==> src/rtl/ddr4_rx_lane_align.sv <==
// DDR4 RX lane training: bit-slip and delay-tap search until the lane delivers
// PATTERN for MATCH_CNT consecutive fabric cycles.
module ddr4_rx_lane_align #(
  parameter logic [3:0]  PATTERN   = 4'b1010,
  parameter int unsigned MATCH_CNT = 8,
  parameter int unsigned SETTLE    = 4,
  parameter int unsigned MAX_TAPS  = 127
) (
  input  logic       FAB_CLK,
  input  logic       RX_SYNC_RST,
  input  logic       TRAIN_START,
  input  logic [3:0] RX_DATA_0,
  input  logic       DELAY_LINE_OUT_OF_RANGE_0,
  output logic       RX_BIT_SLIP_0,
  output logic       DELAY_LINE_MOVE_0,
  output logic       DELAY_LINE_DIRECTION_0,
  output logic       DELAY_LINE_LOAD_0,
  output logic       BUSY,
  output logic       TRAIN_DONE,
  output logic       TRAIN_FAIL,
  output logic [6:0] TAP_COUNT,
  output logic [1:0] SLIP_COUNT
);

  localparam logic [2:0] S_IDLE  = 3'd0;
  localparam logic [2:0] S_LOAD  = 3'd1;
  localparam logic [2:0] S_WAIT  = 3'd2;
  localparam logic [2:0] S_CHECK = 3'd3;
  localparam logic [2:0] S_SLIP  = 3'd4;
  localparam logic [2:0] S_MOVE  = 3'd5;
  localparam logic [2:0] S_DONE  = 3'd6;
  localparam logic [2:0] S_FAIL  = 3'd7;

  localparam logic [3:0] MATCH_LIM = 4'(MATCH_CNT);
  localparam logic [3:0] SETTLE_LD = 4'(SETTLE);
  localparam logic [6:0] TAP_LIM   = 7'(MAX_TAPS);

  logic [2:0] state_q, state_d;
  logic [6:0] tap_q, tap_d;
  logic [1:0] slip_q, slip_d;
  logic [3:0] match_q, match_d;
  logic [3:0] wait_q, wait_d;
  logic       busy;

  assign busy = (state_q == S_LOAD) || (state_q == S_WAIT) || (state_q == S_CHECK) ||
                (state_q == S_SLIP) || (state_q == S_MOVE);

  always_comb begin
    state_d = state_q;
    tap_d   = tap_q;
    slip_d  = slip_q;
    match_d = match_q;
    wait_d  = wait_q;
    case (state_q)
      S_IDLE, S_DONE, S_FAIL: begin
        if (TRAIN_START) begin
          state_d = S_LOAD;
          tap_d   = '0;
          slip_d  = '0;
          match_d = '0;
        end
      end
      S_LOAD: begin
        state_d = S_WAIT;
        wait_d  = SETTLE_LD;
      end
      S_WAIT: begin
        if (wait_q <= 4'd1) begin
          state_d = S_CHECK;
          match_d = '0;
        end else begin
          wait_d = wait_q - 4'd1;
        end
      end
      S_CHECK: begin
        if (RX_DATA_0 == PATTERN) begin
          match_d = match_q + 4'd1;
          if (match_q + 4'd1 == MATCH_LIM) state_d = S_DONE;
        end else if (slip_q != 2'd3) begin
          state_d = S_SLIP;
        end else if (tap_q == TAP_LIM) begin
          state_d = S_FAIL;
        end else begin
          state_d = S_MOVE;
        end
      end
      S_SLIP: begin
        slip_d  = slip_q + 2'd1;
        state_d = S_WAIT;
        wait_d  = SETTLE_LD;
      end
      S_MOVE: begin
        tap_d   = tap_q + 7'd1;
        slip_d  = '0;
        state_d = S_WAIT;
        wait_d  = SETTLE_LD;
      end
      default: state_d = S_IDLE;
    endcase
    // Delay-line limit aborts training from any busy state with counters frozen.
    if (busy && DELAY_LINE_OUT_OF_RANGE_0) begin
      state_d = S_FAIL;
      tap_d   = tap_q;
      slip_d  = slip_q;
      match_d = match_q;
      wait_d  = wait_q;
    end
  end

  always_ff @(posedge FAB_CLK) begin
    if (RX_SYNC_RST) begin
      state_q <= S_IDLE;
      tap_q   <= '0;
      slip_q  <= '0;
      match_q <= '0;
      wait_q  <= '0;
    end else begin
      state_q <= state_d;
      tap_q   <= tap_d;
      slip_q  <= slip_d;
      match_q <= match_d;
      wait_q  <= wait_d;
    end
  end

  assign RX_BIT_SLIP_0          = (state_q == S_SLIP);
  assign DELAY_LINE_MOVE_0      = (state_q == S_MOVE);
  assign DELAY_LINE_LOAD_0      = (state_q == S_LOAD);
  assign DELAY_LINE_DIRECTION_0 = (state_q != S_IDLE);
  assign BUSY                   = busy;
  assign TRAIN_DONE             = (state_q == S_DONE);
  assign TRAIN_FAIL             = (state_q == S_FAIL);
  assign TAP_COUNT              = tap_q;
  assign SLIP_COUNT             = slip_q;

endmodule

==> config.mk <==
export PLATFORM = sky130hd
export DESIGN_NAME = ddr4_rx_lane_align
export DESIGN_NICKNAME = d
export VERILOG_FILES = /design/src/rtl/ddr4_rx_lane_align.sv
export SDC_FILE = /design/constraint.sdc
export NUM_CORES = 1
export LEC_CHECK = 0
export ABC_CLOCK_PERIOD_IN_PS = 4750
export CORE_ASPECT_RATIO = 2
export CORE_UTILIZATION = 42
export CTS_BUF_LIST = sky130_fd_sc_hd__clkbuf_16
export DETAILED_ROUTE_END_ITERATION = 8
export HOLD_SLACK_MARGIN = 0.1
export PLACE_DENSITY = 0.74
export SETUP_SLACK_MARGIN = 0.02
export SLEW_MARGIN = 15
export SYNTH_ARGS = -nofsm -noshare
export SYNTH_HDL_FRONTEND = slang
export SYNTH_SLANG_ARGS = --single-unit
==> constraint.sdc <==
create_clock -name FAB_CLK -period 4.75 [get_ports FAB_CLK]
set_clock_uncertainty 0.1 [all_clocks]
set_input_delay 1.425 -clock FAB_CLK [delete_from_list [all_inputs] [get_ports FAB_CLK]]
set_output_delay 1.425 -clock FAB_CLK [all_outputs]
set_load 0.02 [all_outputs]
After elaboration in Yosys (flattened, before gate mapping)
Cells that the tools add are included.
- register bits: 20
- input bits: 8
- word-level logic and storage cells: 65
- add/sub/neg operators: 4
- magnitude comparators: 1
- equality and inequality tests: 18
- multiplexer cells: 18
- bitwise logic cells: 1
- reduce and logical (&&, ||, !) cells: 18
- operators with widths (kind ; number):
    $mux W4 ; 4
    $mux W3 ; 5
    $pmux W7 S2 ; 1
    $eq A3 B3 Y1 const B ; 4
    $pmux W3 S4 ; 1
    $pmux W4 S3 ; 1
    $reduce_and A3 Y1 ; 4
    $reduce_bool A3 Y1 ; 3
    $eq A4 B4 Y1 const B ; 2
    $pmux W4 S2 ; 1
    $add A7 B1 Y7 const B ; 1
    $eq A7 B7 Y1 const B ; 1
    $mux W7 ; 1
    $eq A3 B2 Y1 const B ; 2
    $mux W2 ; 3
    $ne A2 B2 Y1 const B ; 3
    $pmux W2 S3 ; 1
    $reduce_or A3 Y1 ; 2
    $reduce_and A5 Y1 ; 1
    $add A4 B1 Y4 const B ; 1
    $le A4 B1 Y1 const B ; 1
    $logic_or A1 B1 Y1 ; 4
    $ne A2 B1 Y1 const B ; 2
    $ne A4 B2 Y1 const B ; 1
    other kinds (9) ; 10

Logic depth before layout (Yosys ltp)
Gate-level depths: netlist of the first run.
- depth in word-level cells: 8
- depth in mapped cells: 7
- depth with buffers taken out: 7

Worst setup path before layout of the first run
No wires, ideal clock.
- path kind: flip-flop to output port
- start point: reg state_q[0]
- end point: out DELAY_LINE_LOAD_0
- arrival: 1.184 ns
- required time: 3.225 ns
- setup slack: 2.041 ns
- cell stages (with the launch flop): 3
- buffers on the path: 1
- cells stage by stage: dfxtp_1 clkbuf_1 nor3b_1
- word-level cells in the longest chain between the ends: 1
- RTL lines (item ; RTL line ; text):
    start: declaration ; 38 ; logic [2:0] state_q, state_d;
    start signal: assignment ; 118 ; state_q <= state_d;
    $eq A3 B1 Y1 ; 128 ; assign DELAY_LINE_LOAD_0 = (state_q == S_LOAD);
    end: declaration ; 17 ; output logic DELAY_LINE_LOAD_0,
Every way passes these cells.

Final worst setup path of the first run
- start point: reg state_q[1]
- end point: out BUSY
- word-level cells in the longest chain between the ends: 5
- RTL lines (item ; RTL line ; text):
    $eq A3 B1 Y1 / $eq A3 B2 Y1 (equally long branches) ; 45 ; assign busy = (state_q == S_LOAD) || (state_q == S_WAIT) || (state_q == S_CHECK) ||
    $logic_or A1 B1 Y1 (3 in series) ; 45 ;
    $logic_or A1 B1 Y1 (*) ; 46 ; (state_q == S_SLIP) || (state_q == S_MOVE);
    end: declaration ; 18 ; output logic BUSY,
Every way passes the cells marked *; elsewhere a longest branch is shown, timed or not.

==> flow_summary.json, run 1 <==
{
  "ys_seq_elements": 20,
  "post_synth.cell_area_avg_sq_um": 8.14,
  "min_period_ns": 3.60,
  "synth_top_cell_by_area": "dfxtp_1",
  "switchingPower_uw": 196,
  "syn-num-nets": 167,
  "grt_max_degree": 20,
  "syn_inst": 154,
  "port_buffers": 23,
  "syn2layout_area_growth_pct": 24.3,
  "grt_pass1_vias": 1113,
  "netlist.area_leader.share": 0.319,
  "initial_core_util": 0.447,
  "post-route-util": 0.556,
  "arrival_ns": 2.08,
  "root_buffer": "clkbuf_16",
  "die-area_sq_mm": 0.00322,
  "cts.sinks": 20,
  "cts-htree-levels": 1,
  "crit_path_end_kind": "output port",
  "overflow": 0,
  "rsz0062_at_grt": "false",
  "insertion_delay_ns": 0.26,
  "dp.cells": 199,
  "antenna_left": 0,
  "routedWlPerCell_um": 14.6,
  "yosys-top-cells-area": "dfxtp_1 (32%), nor2_1 (8.1%), ha_1 (5.0%), o21ai_0 (4.8%), xor2_1 (4.2%)",
  "cp-start-kind": "flip-flop",
  "seq_power_share": 0.369,
  "async_reset_ff_frac": 0,
  "drv_slew": 0,
  "synthFlopType": "dfxtp_1",
  "hold_class": "reg2reg",
  "cp_data_required_time_ns": 3.22,
  "critPathMaxFanout": 19,
  "synth.distinct_cells": 44,
  "vias": 1212,
  "ctsHoldBuffers": 0,
  "dr.pass1.iters": 5,
  "maxSlewHeadroom": 0.576,
  "cts_setup_buffers": 0,
  "finalHoldViolCount": 0,
  "grt_pass1_wl_mm": 4.75,
  "antenna_found_initial": 0,
  "hpwl_mm": 2.29,
  "max_freq_ghz": 0.277,
  "first_iter_violations": 37,
  "pwr-share-clk": 0.306,
  "peakVddDrop_mv": 0.290,
  "switching_share": 0.342,
  "synth-seq-area-share": 0.319,
  "cts_buffers": 3,
  "die_x_um": 40.6,
  "cts_tree": "built",
  "crit_type": "reg2out",
  "routed_wl_mm": 2.96,
  "ctsResizeCount": 0,
  "core_sq_mm": 0.00280,
  "finalNonFillerCells": 203,
  "drive_gt1_frac": 0.0632,
  "powerDensity_mw_per_mm2": 368,
  "design_area_sq_mm": 0.00156,
  "gp_congestion": 0.780,
  "postPlaceCellArea_sq_mm": 0.00148,
  "syn-cell-area_sq_mm": 0.00125,
  "holdWs_ns": 0.415,
  "dieHeight_um": 79.3,
  "finalSetupViolCount": 0,
  "grt_usage": 0.210,
  "nets": 188,
  "synth_edf_count": 0,
  "ioPinCount": 24,
  "vias_per_cell": 5.97,
  "finalCritPeriodShare": 0.759,
  "tns_ns": 0,
  "rows": 27,
  "cap_violations": 0,
  "worstMarginPinSlew_ns": 0.634,
  "place_ws_ns": 1.42,
  "outcome": "finished, final reports clean",
  "synth_commonest_cells": "nor2_1 (27), dfxtp_1 (20), o21ai_0 (12), a21oi_1 (9), nand2_1 (7)",
  "power_frac_comb": 0.325,
  "n_antenna_cell": 0,
  "setup_ws_ns": 1.15,
  "p_int_uw": 377,
  "clk_path_buf_depth": 2,
  "path_clk_slew_ns": 0.06,
  "synth_most_common_cell": "nor2_1",
  "finalPower_uw": 573,
  "drc": 0,
  "p_leak_nw": 0.588,
  "yosysWarnings": 0
}
[metal layers]
metal / up-vias / wire length (um) / part of all wire / track usage
li1: 596 / - / - / -
met1: 565 / 1060 / 0.36 / 0.205
met2: 42 / 1680 / 0.57 / 0.386
met3: 9 / 142 / 0.048 / 0.0279
met4: 0 / 86 / 0.029 / 0.100
met5: - / 0 / 0 / 0
[kinds of logic (layout without fill, tap and decap cells)]
kind of cell               count (synthesis)  after routing  share of synthesized area
AOI/OAI and AO/OA                         41             41                      0.229
DFF                                       20             20                      0.319
xor gates and xnor gates                   6              6                     0.0419
muxes                                      4              4                     0.0319
buffers and inverters                     11             31                     0.0449
and+or+nand+nor                           67             67                      0.283
adders and majority gates                  5              5                     0.0499
[power by group through the flow]
stage | sequential [mW] | combinational (mW) | clock [mW]
floorplan | 0.199 | 0.152 | 0
global placement | 0.213 | 0.182 | 0
detailed placement | 0.214 | 0.185 | 0
CTS | 0.210 | 0.187 | 0.181
global route | 0.215 | 0.210 | 0.185
finish | 0.212 | 0.186 | 0.175
[area by class of cell]
class | count | area (sq um)
clock buffers | 3 | 75.1
fillers | 273 | 1250
inverters | 4 | 15.0
clock inverters | 1 | 3.75
well taps | 29 | 36.3
multi-input cells | 123 | 797
repair buffers | 23 | 230
flip-flops and latches | 20 | 400
[final timing paths]
check	from	to	slack (ns)	depth (start not counted)
setup reg to reg	state_q[1]	match_q[1]	2.73	5
hold / removal	match_q[3]	match_q[3]	0.42	1
hold reg to reg	match_q[3]	match_q[3]	0.42	1
setup / recovery	state_q[1]	BUSY	1.15	3
[layout by cell type, fill, tap and decap left out, types with 3 or more instances in the layout]
cell	Yosys	routed
ha_1	5	5
xor2_1	6	6
nand3_1	4	4
and2_1	4	4
a21oi_1	9	9
nor3_1	3	3
and3_1	3	3
nand2_1	7	7
dfxtp_1	20	20
clkdlybuf4s50_1	0	23
o21ai_0	12	12
inv_1	4	4
clkbuf_16	0	3
nor2_1	27	27
nand3b_1	3	3
mux2i_1	4	4
nand2b_1	4	4
[registers in the layout (all words and copies together), names as in the netlist]
name and count:
TAP_COUNT 7, SLIP_COUNT 2, wait_q 4, match_q 4
state_q 3
[worst max-delay path, stage by stage, from the launching register on]
cell	delay, ns
dfxtp_1	0.68
or3_4	0.24
and2_1	0.25
clkdlybuf4s50_1	0.65
Note: power is estimated with default switching activity, not from simulation.
==> run 2: changes to the inputs <==
Settings changed: ABC_CLOCK_PERIOD_IN_PS 4750 to 3500.
Clock period 4.75 ns to 3.5 ns, I/O delays scaled along.
==> run 2 against run 1 <==
Against the previous run:
- register-to-register slack got worse by 1.2 ns
- clock power rose by 35%
- design area rose by 0.24%
- sequential cell count did not move
- wire length rose by 6.9%
- critical path type unchanged
- largest cell class unchanged
==> flow_summary.json, run 2 (synthesized netlist as in run 1, its figures left out) <==
{
  "outcome": "finished, final reports clean",
  "arrival_ns": 2.01,
  "cts.sinks": 20,
  "finalNonFillerCells": 203,
  "p_leak_nw": 0.592,
  "antenna_left": 0,
  "dp.cells": 200,
  "r2r_start": "state_q[0]",
  "grtUsageMet2": 0.419,
  "ctsHoldBuffers": 0,
  "antenna_found_initial": 0,
  "die-area_sq_mm": 0.00322,
  "grt_pass1_vias": 1157,
  "crit_end": "BUSY",
  "routed_wl_mm": 3.17,
  "rsz0062_at_grt": "false",
  "grt_usage": 0.220,
  "min_period_ns": 3.16,
  "syn2layout_area_growth_pct": 24.6,
  "die_x_um": 40.6,
  "slowest_delay_ns": 0.66,
  "finalHoldViolCount": 0,
  "first_iter_violations": 29,
  "finalCritPeriodShare": 0.904,
  "core_sq_mm": 0.00280,
  "dieHeight_um": 79.3,
  "largest_reg_flops": 7,
  "busiest_layer": "met2",
  "nets": 189,
  "drive_gt1_frac": 0.0690,
  "vias": 1216,
  "cp-startpoint": "state_q[2]",
  "grt_use_met1": 0.217,
  "reg2reg_depth": 5,
  "drv_slew": 0,
  "path_clk_slew_ns": 0.06,
  "min_from": "match_q[3]",
  "tns_ns": 0,
  "rows": 27,
  "cap_violations": 0,
  "hpwl_mm": 2.46,
  "dr.pass1.iters": 4,
  "port_buffers": 23,
  "clk_path_buf_depth": 2,
  "max_freq_ghz": 0.316,
  "root_buffer": "clkbuf_16",
  "cp-start-kind": "flip-flop",
  "cts-htree-levels": 1,
  "min_path_cells": 1,
  "crit_path_top_delay_cell": "clkdlybuf4s50_1",
  "overflow": 0,
  "insertion_delay_ns": 0.25,
  "powerDensity_mw_per_mm2": 503,
  "crit_path_end_kind": "output port",
  "finalSetupViolCount": 0,
  "layout_commonest_cell": "nor2_1",
  "cts_setup_buffers": 0,
  "crit_type": "reg2out",
  "n_antenna_cell": 0,
  "vias_per_cell": 5.99,
  "cp_cell_sequence": "or3_4 > and2_1 > clkdlybuf4s50_1",
  "post-route-util": 0.557,
  "peakVddDrop_mv": 0.340,
  "cp_data_required_time_ns": 2.35,
  "rr_endpoint": "wait_q[2]",
  "cts_tree": "built",
  "maxSlewHeadroom": 0.572,
  "final_cell_mix": "nor2_1 (27), clkdlybuf4s50_1 (23), dfxtp_1 (20)",
  "worstMarginPinSlew_ns": 0.640,
  "r2r_slack_ns": 1.53,
  "ctsResizeCount": 0,
  "drc": 0,
  "globalRouteMet3Util": 0.0251,
  "cts_buffers": 3,
  "hold_class": "reg2reg",
  "critPathMaxFanout": 16,
  "initial_core_util": 0.447,
  "grt_pass1_wl_mm": 5.02,
  "grt_max_degree": 18,
  "gp_congestion": 0.781,
  "routedWlPerCell_um": 15.6,
  "ioPinCount": 24
}
## run 2: final cells by class
cell class              instances  area (sq um)
fillers                       249          1240
well taps                      29          36.3
inverters                       4          15.0
flip-flops and latches         20           400
multi-input cells             123           797
clock buffers                   3          75.1
repair buffers                 24           238
## run 2: report_power, final
group	total (mW)	internal [mW]	switching [mW]
Clock	0.236	0.151	0.0852
Combinational	0.270	0.117	0.153
Sequential	0.279	0.246	0.0333
Total	0.785	0.514	0.271
## run 2: routing by layer
| layer | up-vias | wire, um |
|---|---|---|
| met1 | 573 | 1150 |
| li1 | 597 | - |
| met3 | 4 | 117 |
| met4 | 0 | 40 |
| met2 | 42 | 1860 |
| met5 | - | 0 |
## run 2: how the worst min path moves through the flow
stage	slack, ns	to
6_report	0.44	match_q[3]
5_1_grt	0.46	wait_q[0]
4_1_cts	0.43	match_q[3]
3_5_place_dp	0.43	match_q[3]
3_3_place_gp	0.40	match_q[3]
2_1_floorplan	0.37	match_q[3]
## run 2: metrics by stage
step | setup WS (ns) | power, mW | hold WS (ns) | cell area, sq um
after floorplan | 1.17 | 0.476 | 0.369 | 1250
after global placement | 0.584 | 0.541 | 0.397 | 1490
after CTS | 0.348 | 0.788 | 0.433 | 1560
after detailed placement | 0.560 | 0.553 | 0.428 | 1490
final | 0.337 | 0.785 | 0.437 | 1560
after global routing | 0.224 | 0.828 | 0.458 | 1560
## run 2: worst max-delay path: cells and delay by family (launching register included)
kind | cells | cell delay [ns]
buf+inv | 1 | 0.66
flops | 1 | 0.62
simple gates | 2 | 0.47
